[config.mk]
export PLATFORM = sky130hd
export DESIGN_NAME = rocket_slot_allocator
export DESIGN_NICKNAME = d
export VERILOG_FILES = /design/src/rtl/rocket_alloc_pkg.sv /design/src/rtl/rocket_slot_pool.sv /design/src/rtl/rocket_slot_allocator.sv
export SDC_FILE = /design/constraint.sdc
export NUM_CORES = 1
export LEC_CHECK = 0
export BUFFER_PORTS_ARGS = -buffer_cell sky130_fd_sc_hd__buf_2
export CAP_MARGIN = 20
export CORE_AREA = 2 2 74 76
export CTS_BUF_LIST = sky130_fd_sc_hd__clkbuf_8
export DETAILED_ROUTE_END_ITERATION = 8
export DIE_AREA = 0 0 76 78
export MAX_ROUTING_LAYER = met4
export PLACE_DENSITY = 0.79
export SLEW_MARGIN = 20
export SYNTH_ARGS = -nofsm -noshare
export SYNTH_HDL_FRONTEND = slang
export SYNTH_SLANG_ARGS = --single-unit
[constraint.sdc]
create_clock -name clk -period 4.22 [get_ports clk]
set_input_delay 0.211 -clock clk [delete_from_list [all_inputs] [get_ports clk]]
set_output_delay 0.211 -clock clk [all_outputs]
set_load 0.005 [all_outputs]
[src/rtl/rocket_alloc_pkg.sv]
// Shared types and default sizing for the rocket slot allocator.
package rocket_alloc_pkg;

    typedef enum logic [1:0] {
        FREE   = 2'd0,
        LAUNCH = 2'd1,
        FLYING = 2'd2
    } slot_state_t;

    typedef enum logic [1:0] {
        IDLE     = 2'd0,
        PENDING  = 2'd1,
        COOLDOWN = 2'd2
    } side_state_t;

    localparam int unsigned P_SLOTS_DFLT    = 2;
    localparam int unsigned A_SLOTS_DFLT    = 3;
    localparam int unsigned P_COOLDOWN_DFLT = 8;
    localparam int unsigned A_COOLDOWN_DFLT = 16;
    localparam int unsigned CNT_W           = 8;
    localparam int unsigned STAT_W          = 16;

endpackage

[src/rtl/rocket_slot_pool.sv]
// One side's rocket slots: slot FSMs, request/cooldown FSM and free-slot picker.
// Optional grant/drop statistics when ROCKET_ALLOC_STATS_EN is defined.
module rocket_slot_pool #(
    parameter int unsigned N           = 2,
    parameter int unsigned COOLDOWN    = 8,
    parameter bit          ROUND_ROBIN = 1'b0
) (
    input  logic         clk,
    input  logic         resetN,
    input  logic         start_of_frame,
    input  logic         game_mode,
    input  logic         fire_req,
    input  logic [N-1:0] done,
    output logic [N-1:0] launch,
    output logic [N-1:0] active,
    output logic         busy
`ifdef ROCKET_ALLOC_STATS_EN
    ,
    output logic [rocket_alloc_pkg::STAT_W-1:0] grant_cnt,
    output logic [rocket_alloc_pkg::STAT_W-1:0] drop_cnt
`endif
);
    import rocket_alloc_pkg::*;

    localparam int unsigned IDX_W = (N > 1) ? $clog2(N) : 1;

    slot_state_t      slot_q [N];
    slot_state_t      slot_d [N];
    side_state_t      side_q, side_d;
    logic [CNT_W-1:0] cnt_q, cnt_d;
    logic [IDX_W-1:0] last_q, last_d, pick_idx;
    logic             pick_found, grant;
    logic [N-1:0]     launch_q, launch_d, active_q, active_d;
    logic             busy_q, busy_d;

    // Free-slot search: fixed from index 0, or rotating from one past the last grant.
    always_comb begin
        int unsigned j;
        j          = 0;
        pick_found = 1'b0;
        pick_idx   = '0;
        for (int unsigned k = 0; k < N; k++) begin
            j = ROUND_ROBIN ? (32'(last_q) + 32'd1 + k) % N : k;
            if (!pick_found && slot_q[IDX_W'(j)] == FREE) begin
                pick_found = 1'b1;
                pick_idx   = IDX_W'(j);
            end
        end
    end

    always_comb begin
        slot_d = slot_q;
        side_d = side_q;
        cnt_d  = cnt_q;
        last_d = last_q;
        grant  = 1'b0;

        for (int unsigned k = 0; k < N; k++) begin
            case (slot_q[k])
                LAUNCH:  slot_d[k] = FLYING;
                FLYING:  if (done[k]) slot_d[k] = FREE;
                default: ;
            endcase
        end

        // Decisions use the registered slot state, so a slot freed by done waits a cycle.
        case (side_q)
            IDLE: begin
                if (fire_req) begin
                    if (pick_found) grant = 1'b1;
                    else            side_d = PENDING;
                end
            end
            PENDING: grant = pick_found;
            rocket_alloc_pkg::COOLDOWN: begin
                if (cnt_q == '0) begin
                    side_d = IDLE;
                end else if (start_of_frame) begin
                    cnt_d = cnt_q - CNT_W'(1);
                    if (cnt_q == CNT_W'(1)) side_d = IDLE;
                end
            end
            default: side_d = IDLE;
        endcase

        if (grant) begin
            side_d = rocket_alloc_pkg::COOLDOWN;
            cnt_d  = CNT_W'(COOLDOWN);
            last_d = pick_idx;
            for (int unsigned k = 0; k < N; k++) begin
                if (pick_idx == IDX_W'(k)) slot_d[k] = LAUNCH;
            end
        end

        if (!game_mode) begin
            for (int unsigned k = 0; k < N; k++) slot_d[k] = FREE;
            side_d = IDLE;
            cnt_d  = '0;
            last_d = IDX_W'(N - 1);
            grant  = 1'b0;
        end

        for (int unsigned k = 0; k < N; k++) begin
            launch_d[k] = (slot_d[k] == LAUNCH);
            active_d[k] = (slot_d[k] != FREE);
        end
        busy_d = (side_d != IDLE);
    end

    always_ff @(posedge clk or negedge resetN) begin
        if (!resetN) begin
            for (int unsigned k = 0; k < N; k++) slot_q[k] <= FREE;
            side_q   <= IDLE;
            cnt_q    <= '0;
            last_q   <= IDX_W'(N - 1);
            launch_q <= '0;
            active_q <= '0;
            busy_q   <= 1'b0;
        end else begin
            slot_q   <= slot_d;
            side_q   <= side_d;
            cnt_q    <= cnt_d;
            last_q   <= last_d;
            launch_q <= launch_d;
            active_q <= active_d;
            busy_q   <= busy_d;
        end
    end

    assign launch = launch_q;
    assign active = active_q;
    assign busy   = busy_q;

`ifdef ROCKET_ALLOC_STATS_EN
    logic              drop_c;
    logic [STAT_W-1:0] grant_cnt_q, drop_cnt_q;

    assign drop_c = game_mode && fire_req && (side_q != IDLE);

    // Saturating statistics, cleared only by the hardware reset.
    always_ff @(posedge clk or negedge resetN) begin
        if (!resetN) begin
            grant_cnt_q <= '0;
            drop_cnt_q  <= '0;
        end else begin
            if (grant && grant_cnt_q != '1) grant_cnt_q <= grant_cnt_q + STAT_W'(1);
            if (drop_c && drop_cnt_q != '1) drop_cnt_q <= drop_cnt_q + STAT_W'(1);
        end
    end

    assign grant_cnt = grant_cnt_q;
    assign drop_cnt  = drop_cnt_q;
`endif

endmodule

[src/rtl/rocket_slot_allocator.sv]
// Rocket slot scheduler: lowest-index player slots, round-robin alien slots, per-side cooldown.
// Define ROCKET_ALLOC_STATS_EN to add grant/drop statistic outputs.
module rocket_slot_allocator
    import rocket_alloc_pkg::*;
#(
    parameter int unsigned P_SLOTS    = P_SLOTS_DFLT,
    parameter int unsigned A_SLOTS    = A_SLOTS_DFLT,
    parameter int unsigned P_COOLDOWN = P_COOLDOWN_DFLT,
    parameter int unsigned A_COOLDOWN = A_COOLDOWN_DFLT
) (
    input  logic               clk,
    input  logic               resetN,
    input  logic               startOfFrame,
    input  logic               isGameMode,
    input  logic               p_fire_req,
    input  logic               a_fire_req,
    input  logic [P_SLOTS-1:0] p_done,
    input  logic [A_SLOTS-1:0] a_done,
    output logic [P_SLOTS-1:0] p_launch,
    output logic [A_SLOTS-1:0] a_launch,
    output logic [P_SLOTS-1:0] p_active,
    output logic [A_SLOTS-1:0] a_active,
    output logic               p_busy
`ifdef ROCKET_ALLOC_STATS_EN
    ,
    output logic [STAT_W-1:0]  p_grant_cnt,
    output logic [STAT_W-1:0]  p_drop_cnt,
    output logic [STAT_W-1:0]  a_grant_cnt,
    output logic [STAT_W-1:0]  a_drop_cnt
`endif
);

    rocket_slot_pool #(
        .N           (P_SLOTS),
        .COOLDOWN    (P_COOLDOWN),
        .ROUND_ROBIN (1'b0)
    ) u_player (
        .clk            (clk),
        .resetN         (resetN),
        .start_of_frame (startOfFrame),
        .game_mode      (isGameMode),
        .fire_req       (p_fire_req),
        .done           (p_done),
        .launch         (p_launch),
        .active         (p_active),
        .busy           (p_busy)
`ifdef ROCKET_ALLOC_STATS_EN
        ,
        .grant_cnt      (p_grant_cnt),
        .drop_cnt       (p_drop_cnt)
`endif
    );

    // Alien side has no busy port; its busy flag is left open.
    rocket_slot_pool #(
        .N           (A_SLOTS),
        .COOLDOWN    (A_COOLDOWN),
        .ROUND_ROBIN (1'b1)
    ) u_alien (
        .clk            (clk),
        .resetN         (resetN),
        .start_of_frame (startOfFrame),
        .game_mode      (isGameMode),
        .fire_req       (a_fire_req),
        .done           (a_done),
        .launch         (a_launch),
        .active         (a_active),
        .busy           ()
`ifdef ROCKET_ALLOC_STATS_EN
        ,
        .grant_cnt      (a_grant_cnt),
        .drop_cnt       (a_drop_cnt)
`endif
    );

endmodule
; Yosys cells after proc, flatten, opt, wreduce, memory -nomap -nowiden
; Cells that the tools add are included.
[classes]
addsub = 5
div = 3
n_lt_le_gt_ge = 3
n_eq_ne = 35
muxes = 71
bitwise_logic = 3
reduce_logical = 25
[ops]
columns = op, count
row1 = "32-bit by 2-bit remainder unit with 32-bit output, second input constant", 3
row2 = 8-bit 2-to-1 mux, 10
row3 = 2-bit 2-to-1 mux, 35
row4 = "32-bit by 1-bit adder with 32-bit output, second input constant", 1
row5 = "32-bit by 2-bit adder with 32-bit output, second input constant", 1
row6 = "2-bit by 1-bit equality test with 1-bit output, second input constant", 13
row7 = 2-bit case mux with 2 select lines, 5
row8 = "2-bit equality test, second input constant", 8
row9 = "8-bit by 1-bit equality test with 1-bit output, second input constant", 2
row10 = 2-bit logical NOT, 8
row11 = 8-bit logical NOT, 2
row12 = "8-bit by 1-bit subtractor with 8-bit output, second input constant", 2
row13 = 2-bit binary-select mux with 2-bit select, 3
row14 = 6-bit 2-to-1 mux, 2
row15 = 2-bit case mux with 3 select lines, 2
row16 = 2-bit nonzero test, 6
row17 = 1-bit 2-to-1 mux, 10
row18 = "3-bit greater-or-equal comparator, second input constant", 3
row19 = "3-bit by 2-bit inequality test with 1-bit output, second input constant", 3
row20 = 2-bit NOT with 3-bit output, 3
row21 = 4-bit 2-to-1 mux, 2
row22 = "3-bit by 1-bit inequality test with 1-bit output, second input constant", 2
row23 = "3-bit inequality test, second input constant", 2
row24 = 3-bit AND reduction, 2
row25 = other kinds (10), 15
[totals]
regBits = 43
input_bits = 11
out_inout_bits = 11
word_cells = 160

; Longest topological paths before layout
; Gate-level depths: netlist (run 1).
[depth]
ltp_word = 20
depth_mapped = 8
mapped_depth_nobuf = 7

; Hierarchy
; A second synthesis (run 1) with hierarchy kept.
[hier_totals]
hier_cells = 289
hier_area_um2 = 2746.4
[modules_own_cells]
columns = mod, instances, cells_per_inst, area_per_inst_um2, seq_area_each_um2
row1 = rocket_slot_pool at u_alien, 1, 184, 1667.8, 626.9
row2 = rocket_slot_pool at u_player, 1, 105, 1078.5, 475.5

; Least setup slack after synthesis (run 1)
; No wires, ideal clock.
[synth_path]
path_type = register to register
startpoint = register u_alien.last_q[1]
endpoint = register u_alien.slot_q[1] in the netlist's numbering
setup_time_ns = 0.126
arrival_time_ns = 1.997
required_ns = 4.094
setup_slack_ns = 2.097
path_stages_with_launch = 8
n_path_buf = 1
period_less_slack_ns = 2.123
path_cell_list = dfstp_2 -> ha_1 -> buf_6 -> or3_1 -> nor4bb_4 -> o22ai_2 -> nand2_2 -> o311a_1
[synth_rtl]
columns = element, line
row1 = from (decl), rocket_slot_pool.sv:31  ; logic [IDX_W-1:0] last_q, last_d, pick_idx;
row2 = from (signal assigned), rocket_slot_pool.sv:115  ; last_q <= IDX_W'(N - 1);
row3 = from (signal assigned), rocket_slot_pool.sv:123  ; last_q <= last_d;
row4 = to (signal assigned), rocket_slot_pool.sv:120  ; slot_q <= slot_d;
row5 = to (decl), rocket_slot_pool.sv:27  ; slot_state_t slot_q [N];

==> flow_metrics.env, run 1 <==
export IMPL_synth_cell_types=65
export IMPL_gp_congestion=0.857
export IMPL_slew_headroom_pct=38.3
export IMPL_fin_crit_sh_pct=53.9
export IMPL_cts_root_buf="clkbuf_8"
export IMPL_end_kind="register"
export IMPL_yosys_area_top_type="dfrtp_1"
export IMPL_switching_share_pct=29.3
export IMPL_p_clk_share_pct=34.2
export IMPL_synth_compound_area_share_pct=17.8
export IMPL_synth_edff_count=0
export IMPL_overflow=0
export IMPL_p_leak_uw=0.00138
export IMPL_grt_max_degree=44
export IMPL_vias_per_cell=5.55
export IMPL_cts_sinks=43
export IMPL_path_class="register to register"
export IMPL_cts_resized=0
export IMPL_nNetsFinal=325
export IMPL_path_max_fanout=8
export IMPL_grt_util_all_layers_pct=18.5
export IMPL_clk_latency_ns=0.29
export IMPL_clk_pin_slew_ns=0.08
export IMPL_outcome="completed"
export IMPL_finalCriticalPeriod_ns=2.27
export IMPL_cts_setup_buffers=0
export IMPL_die_h_um=78
export IMPL_p_int_uw=772
export IMPL_holdWs_ns=0.0506
export IMPL_core_area_um2=5040
export IMPL_muxShareOfSynthArea_pct=0
export IMPL_ys_flop_type="dfrtp_1"
export IMPL_synth_most_common_cell="dfrtp_1"
export IMPL_setup_viol=0
export IMPL_routedWlPerCell_um=13.7
export IMPL_dieArea_um2=5930
export IMPL_hold_viol=0
export IMPL_fp_row_count=26
export IMPL_ys_top_cells_by_count="42 x dfrtp_1, 30 x inv_1, 25 x ha_1"
export IMPL_grt_pass1_wl_mm=8.67
export IMPL_area_delta_synth_final_pct=10.9
export IMPL_synth_area_um2=2680
export IMPL_maxCapViolations=0
export IMPL_peakVddDrop_uv=231
export IMPL_setup_tns_ns=0
export IMPL_place_hpwl_mm=3.55
export IMPL_yosysTopAreaCellShare_pct=39.3
export IMPL_yosysWarnings=0
export IMPL_ys_ff_latch=43
export IMPL_cts_max_level=2
export IMPL_reg2reg_to="u_alien.slot_q[1]"
export IMPL_finClkSkew_ns=0.00823
export IMPL_netlist_instances=266
export IMPL_fill_cells=424
export IMPL_drtIter0Drc=130
export IMPL_seq_power_share_pct=42.7
export IMPL_critPathBufInv=1
export IMPL_cp_slowest_cell="dfstp_2"
export IMPL_start_util_pct=53.1
export IMPL_hp_class="primary input to async pin"
export IMPL_power_density_nw_per_um2=368
export IMPL_synth_top_family_by_area="simple AND/OR/NAND/NOR gates"
export IMPL_cts_buffer_depth=2
export IMPL_comb_power_share_pct=23.1
export IMPL_vias=1998
export IMPL_wirelength_mm=4.93
export IMPL_synthTopCellsByArea="dfrtp_1 39%, ha_1 12%, inv_1 4.2%, nor2_1 3.4%, xnor2_1 2.6%"
export IMPL_io_pin_count=22
export IMPL_finalMaxSlewViolations=0
export IMPL_cts_tree="built"
export IMPL_dieWidth_um=76
export IMPL_ctsHoldBuffers=0
export IMPL_critPathMaxStageDelay_ns=0.56
export IMPL_required_ns=4.40
export IMPL_worst_ep_arrival_time_ns=2.45
export IMPL_numPortBuffers=21
export IMPL_drive_gt1_share_pct=15.5
export IMPL_yosys_area_share_adder_pct=11.7
export IMPL_syn_nets=302
export IMPL_crit_path_cell_trace="inv_1 -> ha_1 -> nor3_1 -> a21oi_1 -> a31oi_1 -> nand2_1 -> o311a_1"
export IMPL_rrSetupSlack_ns=1.95
export IMPL_antenna_found_initial=0
export IMPL_drtAntennaViolNets=0
export IMPL_p_sw_uw=321
export IMPL_cp_top_family="compound AO/OA/AOI/OAI gates"
export IMPL_syn_avg_cell_area_um2=10.1
export IMPL_worstSetupStartpointType="register"
export IMPL_rsz0062_at_grt="false"
export IMPL_seq_area_frac_synth_pct=40.3
export IMPL_cts_made_buffers=5
export IMPL_synthArstFlopShare_pct=100
export IMPL_worstRegToRegCells=7
export IMPL_dr_pass1_iters=4
export IMPL_synthSimpleGateAreaFrac_pct=20.1
export IMPL_grt_pass1_vias=1901
export IMPL_r2r_start="u_alien.last_q[1]"
export IMPL_worst_pin_slew_ns=0.925
export IMPL_antennaDiodeCount=0
export IMPL_fmax_ghz=0.440
export IMPL_synth_xor_area_share_pct=4.58
export IMPL_route_detailed_drc=0
-- sequential cells by signal (all words and copies together), names as in the netlist --
name	count
u_player.busy	1
u_player.launch	2
u_alien.launch	3
u_player.cnt_q	8
u_alien.slot_q	6
u_alien.cnt_q	8
u_player.active	2
u_alien.last_q	2
u_alien.side_q	2
u_player.side_q	2
u_player.slot_q	4
u_alien.active	3
-- final cells by class --
class                           instances  area (µm²)  area share (%)
Clock buffer                            5        68.8            2.32
Clock inverter                          3        63.8            2.15
Inverter                               30         113            3.80
Multi-Input combinational cell        188        1450            48.9
Sequential cell                        43        1080            36.3
Tap cell                               70        87.6            2.95
Timing Repair Buffer                   21         105            3.54
-- worst max path at each step --
| stage | start | endpoint | slack [ns] | depth (start not counted) |
|---|---|---|---|---|
| 6_report | u_alien.last_q[1] | u_alien.slot_q[1] | 1.95 | 7 |
| 2_1_floorplan | u_alien.last_q[1] | u_alien.slot_q[1] | 2.10 | 7 |
| 3_3_place_gp | u_alien.last_q[0] | u_alien.launch[2] | 2.03 | 7 |
| 5_1_grt | u_alien.last_q[0] | u_alien.active[0] | 1.75 | 7 |
| 4_1_cts | u_alien.last_q[0] | u_alien.slot_q[1] | 1.96 | 7 |
| 3_5_place_dp | u_alien.last_q[0] | u_alien.active[0] | 1.99 | 7 |
-- cell usage in the layout, fill, tap and decap left out, types with 4 or more instances in the layout --
| master | n |
|---|---|
| clkbuf_8 | 5 |
| buf_2 | 21 |
| a211oi_1 | 4 |
| xor2_1 | 6 |
| a21oi_1 | 12 |
| o31ai_1 | 4 |
| nor2_1 | 24 |
| a31o_1 | 4 |
| dfrtp_1 | 42 |
| o21ai_0 | 7 |
| ha_1 | 25 |
| xnor2_1 | 8 |
| nand2_1 | 14 |
| inv_1 | 31 |
| nand2b_1 | 5 |
| nor3_1 | 6 |
-- metrics by stage --
step	utilization (%)	instance area (µm²)	total power (µW)	worst slack [ns]	std cells
floorplan	-	2680	663	2.10	266
global placement	56.2	2830	715	2.03	352
detailed placement	56.2	2830	723	1.99	352
CTS	58.8	2970	1100	1.96	360
global route	58.8	2970	1150	1.75	360
finish	58.8	2970	1090	1.95	360
-- cell families (layout without fill, tap and decap cells) --
kind of cell	after synthesis	in the layout
compound gates	63	63
xor+xnor	14	14
fa+ha+maj	25	25
buf+inv	35	59
flops	43	43
simple gates	86	86
-- metal layers --
metal	up-vias	share of wire (%)	global-route usage, %
li1	994	-	-
met1	949	48	23.3
met2	44	46	30.3
met3	11	3.4	3.14
met4	0	1.8	7.09
met5	-	0	-
-- power groups by stage --
| stage | registers [µW] | logic, µW | clock network (µW) |
|---|---|---|---|
| after floorplan | 467 | 196 | 0 |
| final | 466 | 253 | 374 |
| after CTS | 466 | 253 | 378 |
| after detailed placement | 473 | 249 | 0 |
| after global routing | 470 | 285 | 398 |
| after global placement | 472 | 243 | 0 |
Note: power is estimated with default switching activity, not from simulation.
==> run 2: changes to the inputs <==
Clock period 4.22 ns to 2.16 ns, I/O delays scaled along.
==> flow_metrics.env, run 2 (synthesis results as in run 1) <==
export IMPL_holdPathEnd="u_alien.last_q[1]"
export IMPL_layout_cells_non_filler=370
export IMPL_mostFrequentLayoutCells="41 x dfrtp_1, 28 x inv_1, 23 x nor2_1, 22 x ha_1, 21 x buf_2"
export IMPL_fin_crit_sh_pct=102
export IMPL_cts_sinks=43
export IMPL_switching_share_pct=32.2
export IMPL_dr_pass1_iters=4
export IMPL_grt_util_all_layers_pct=20.2
export IMPL_route_detailed_drc=0
export IMPL_antenna_found_initial=0
export IMPL_dieWidth_um=76
export IMPL_p_clk_share_pct=28.7
export IMPL_final_common_cell="dfrtp_1"
export IMPL_setup_viol=6
export IMPL_p_sw_uw=707
export IMPL_cts_tree="built"
export IMPL_min_delay_start="isGameMode"
export IMPL_die_h_um=78
export IMPL_cts_made_buffers=5
export IMPL_area_delta_synth_final_pct=18.6
export IMPL_worstRegToRegCells=6
export IMPL_start_util_pct=53.1
export IMPL_required_ns=2.34
export IMPL_cts_buffer_depth=2
export IMPL_r2r_start="u_alien.last_q[1]"
export IMPL_p_int_uw=1490
export IMPL_setup_tns_ns=-0.128
export IMPL_reg2reg_to="u_alien.slot_q[5]"
export IMPL_comb_power_share_pct=29.5
export IMPL_rsz0062_at_grt="true"
export IMPL_rrSetupSlack_ns=-0.04
export IMPL_slew_headroom_pct=38.4
export IMPL_drtIter0Drc=103
export IMPL_antennaDiodeCount=0
export IMPL_finClkSkew_ns=0.00484
export IMPL_fmax_ghz=0.454
export IMPL_place_hpwl_mm=3.70
export IMPL_pre_cts_ws_ns=-0.0670
export IMPL_worst_ep_arrival_time_ns=2.38
export IMPL_fill_cells=407
export IMPL_io_pin_count=22
export IMPL_path_max_fanout=6
export IMPL_maxCapViolations=0
export IMPL_power_density_nw_per_um2=691
export IMPL_peakVddDrop_uv=482
export IMPL_finalCriticalPeriod_ns=2.20
export IMPL_drtAntennaViolNets=0
export IMPL_vias_per_cell=5.48
export IMPL_grt_max_degree=44
export IMPL_reg_top3="u_alien.cnt_q x8, u_player.cnt_q x8, u_alien.slot_q x6"
export IMPL_worst_slack_ns=-0.0437
export IMPL_holdPathStages=2
export IMPL_numPortBuffers=21
export IMPL_hp_class="primary input to register"
export IMPL_grt_pass1_wl_mm=9.36
export IMPL_drive_gt1_share_pct=25.3
export IMPL_path_class="register to register"
export IMPL_nNetsFinal=335
export IMPL_worst_pin_slew_ns=0.924
export IMPL_clk_pin_slew_ns=0.08
export IMPL_finalMaxSlewViolations=0
export IMPL_wirelength_mm=5.30
export IMPL_holdWs_ns=0.220
export IMPL_vias=2026
export IMPL_hold_viol=0
export IMPL_dp_cells=358
export IMPL_clk_latency_ns=0.30
export IMPL_end_kind="register"
export IMPL_worstSetupStartpointType="register"
export IMPL_critPathLaunch="u_alien.last_q[1]"
export IMPL_outcome="finished, violations left"
export IMPL_power_total_uw=2190
export IMPL_core_area_um2=5040
export IMPL_failed_checks="setup timing"
export IMPL_fp_row_count=26
export IMPL_overflow=0
export IMPL_grt_pass1_vias=2076
export IMPL_gp_congestion=0.923
export IMPL_cts_max_level=2
export IMPL_routedWlPerCell_um=14.3
export IMPL_seq_power_share_pct=41.8
export IMPL_dieArea_um2=5930
export IMPL_p_leak_uw=0.00145
export IMPL_cts_root_buf="clkbuf_8"
run 2: worst max-delay path: stages, from the launching register on:
cell      delay (ns)
dfstp_2         0.59
ha_4            0.23
o311ai_0        0.34
o41ai_1         0.15
nand4b_1        0.27
nand2_2         0.13
o311a_1         0.38
run 2: layout make-up:
class | instances | area, µm² | share of cell area [%]
multi-input combinational | 188 | 1590 | 50.3
timing repair buffer | 31 | 186 | 5.88
clock buffer | 5 | 68.8 | 2.17
tap | 70 | 87.6 | 2.76
sequential | 43 | 1080 | 34.0
inverter | 30 | 113 | 3.55
clock inverter | 3 | 43.8 | 1.38
run 2: per-layer routing:
metal | track usage [%] | routed length, µm | vias up
met5 | - | 0 | -
met4 | 7.64 | 86 | 0
met3 | 3.95 | 166 | 10
met2 | 34.1 | 2620 | 35
met1 | 24.1 | 2430 | 973
li1 | - | - | 1008
run 2: worst max path at each step:
stage                   endpoint  slack [ns]  depth (start not counted)
5_1_grt        u_alien.slot_q[5]       -0.09                          6
3_3_place_gp   u_alien.launch[2]       -0.04                          7
2_1_floorplan  u_alien.slot_q[1]        0.04                          7
3_5_place_dp   u_alien.slot_q[5]       -0.07                          7
6_report       u_alien.slot_q[5]       -0.04                          6
4_1_cts        u_alien.slot_q[5]       0.009                          6
run 2: stage by stage:
stage	util, %	instance area (µm²)
after floorplan	-	2680
after global placement	57.1	2880
after detailed placement	57.1	2880
after CTS	60.6	3050
after global routing	62.9	3170
final	62.9	3170
run 2: repair_timing:
item	in CTS	in global routing
pin swaps	2	14
gates resized for setup	9	20
setup buffers	0	3
hold endpoints to repair	42	0
endpoints found under the setup margin	18	24
hold buffers	1	0
run 2: power by group through the flow:
stage | Sequential (µW) | Clock [µW] | Combinational, µW
5_1_grt | 925 | 678 | 714
3_5_place_dp | 925 | 0 | 521
3_3_place_gp | 924 | 0 | 509
2_1_floorplan | 913 | 0 | 383
4_1_cts | 912 | 644 | 562
6_report | 917 | 629 | 647
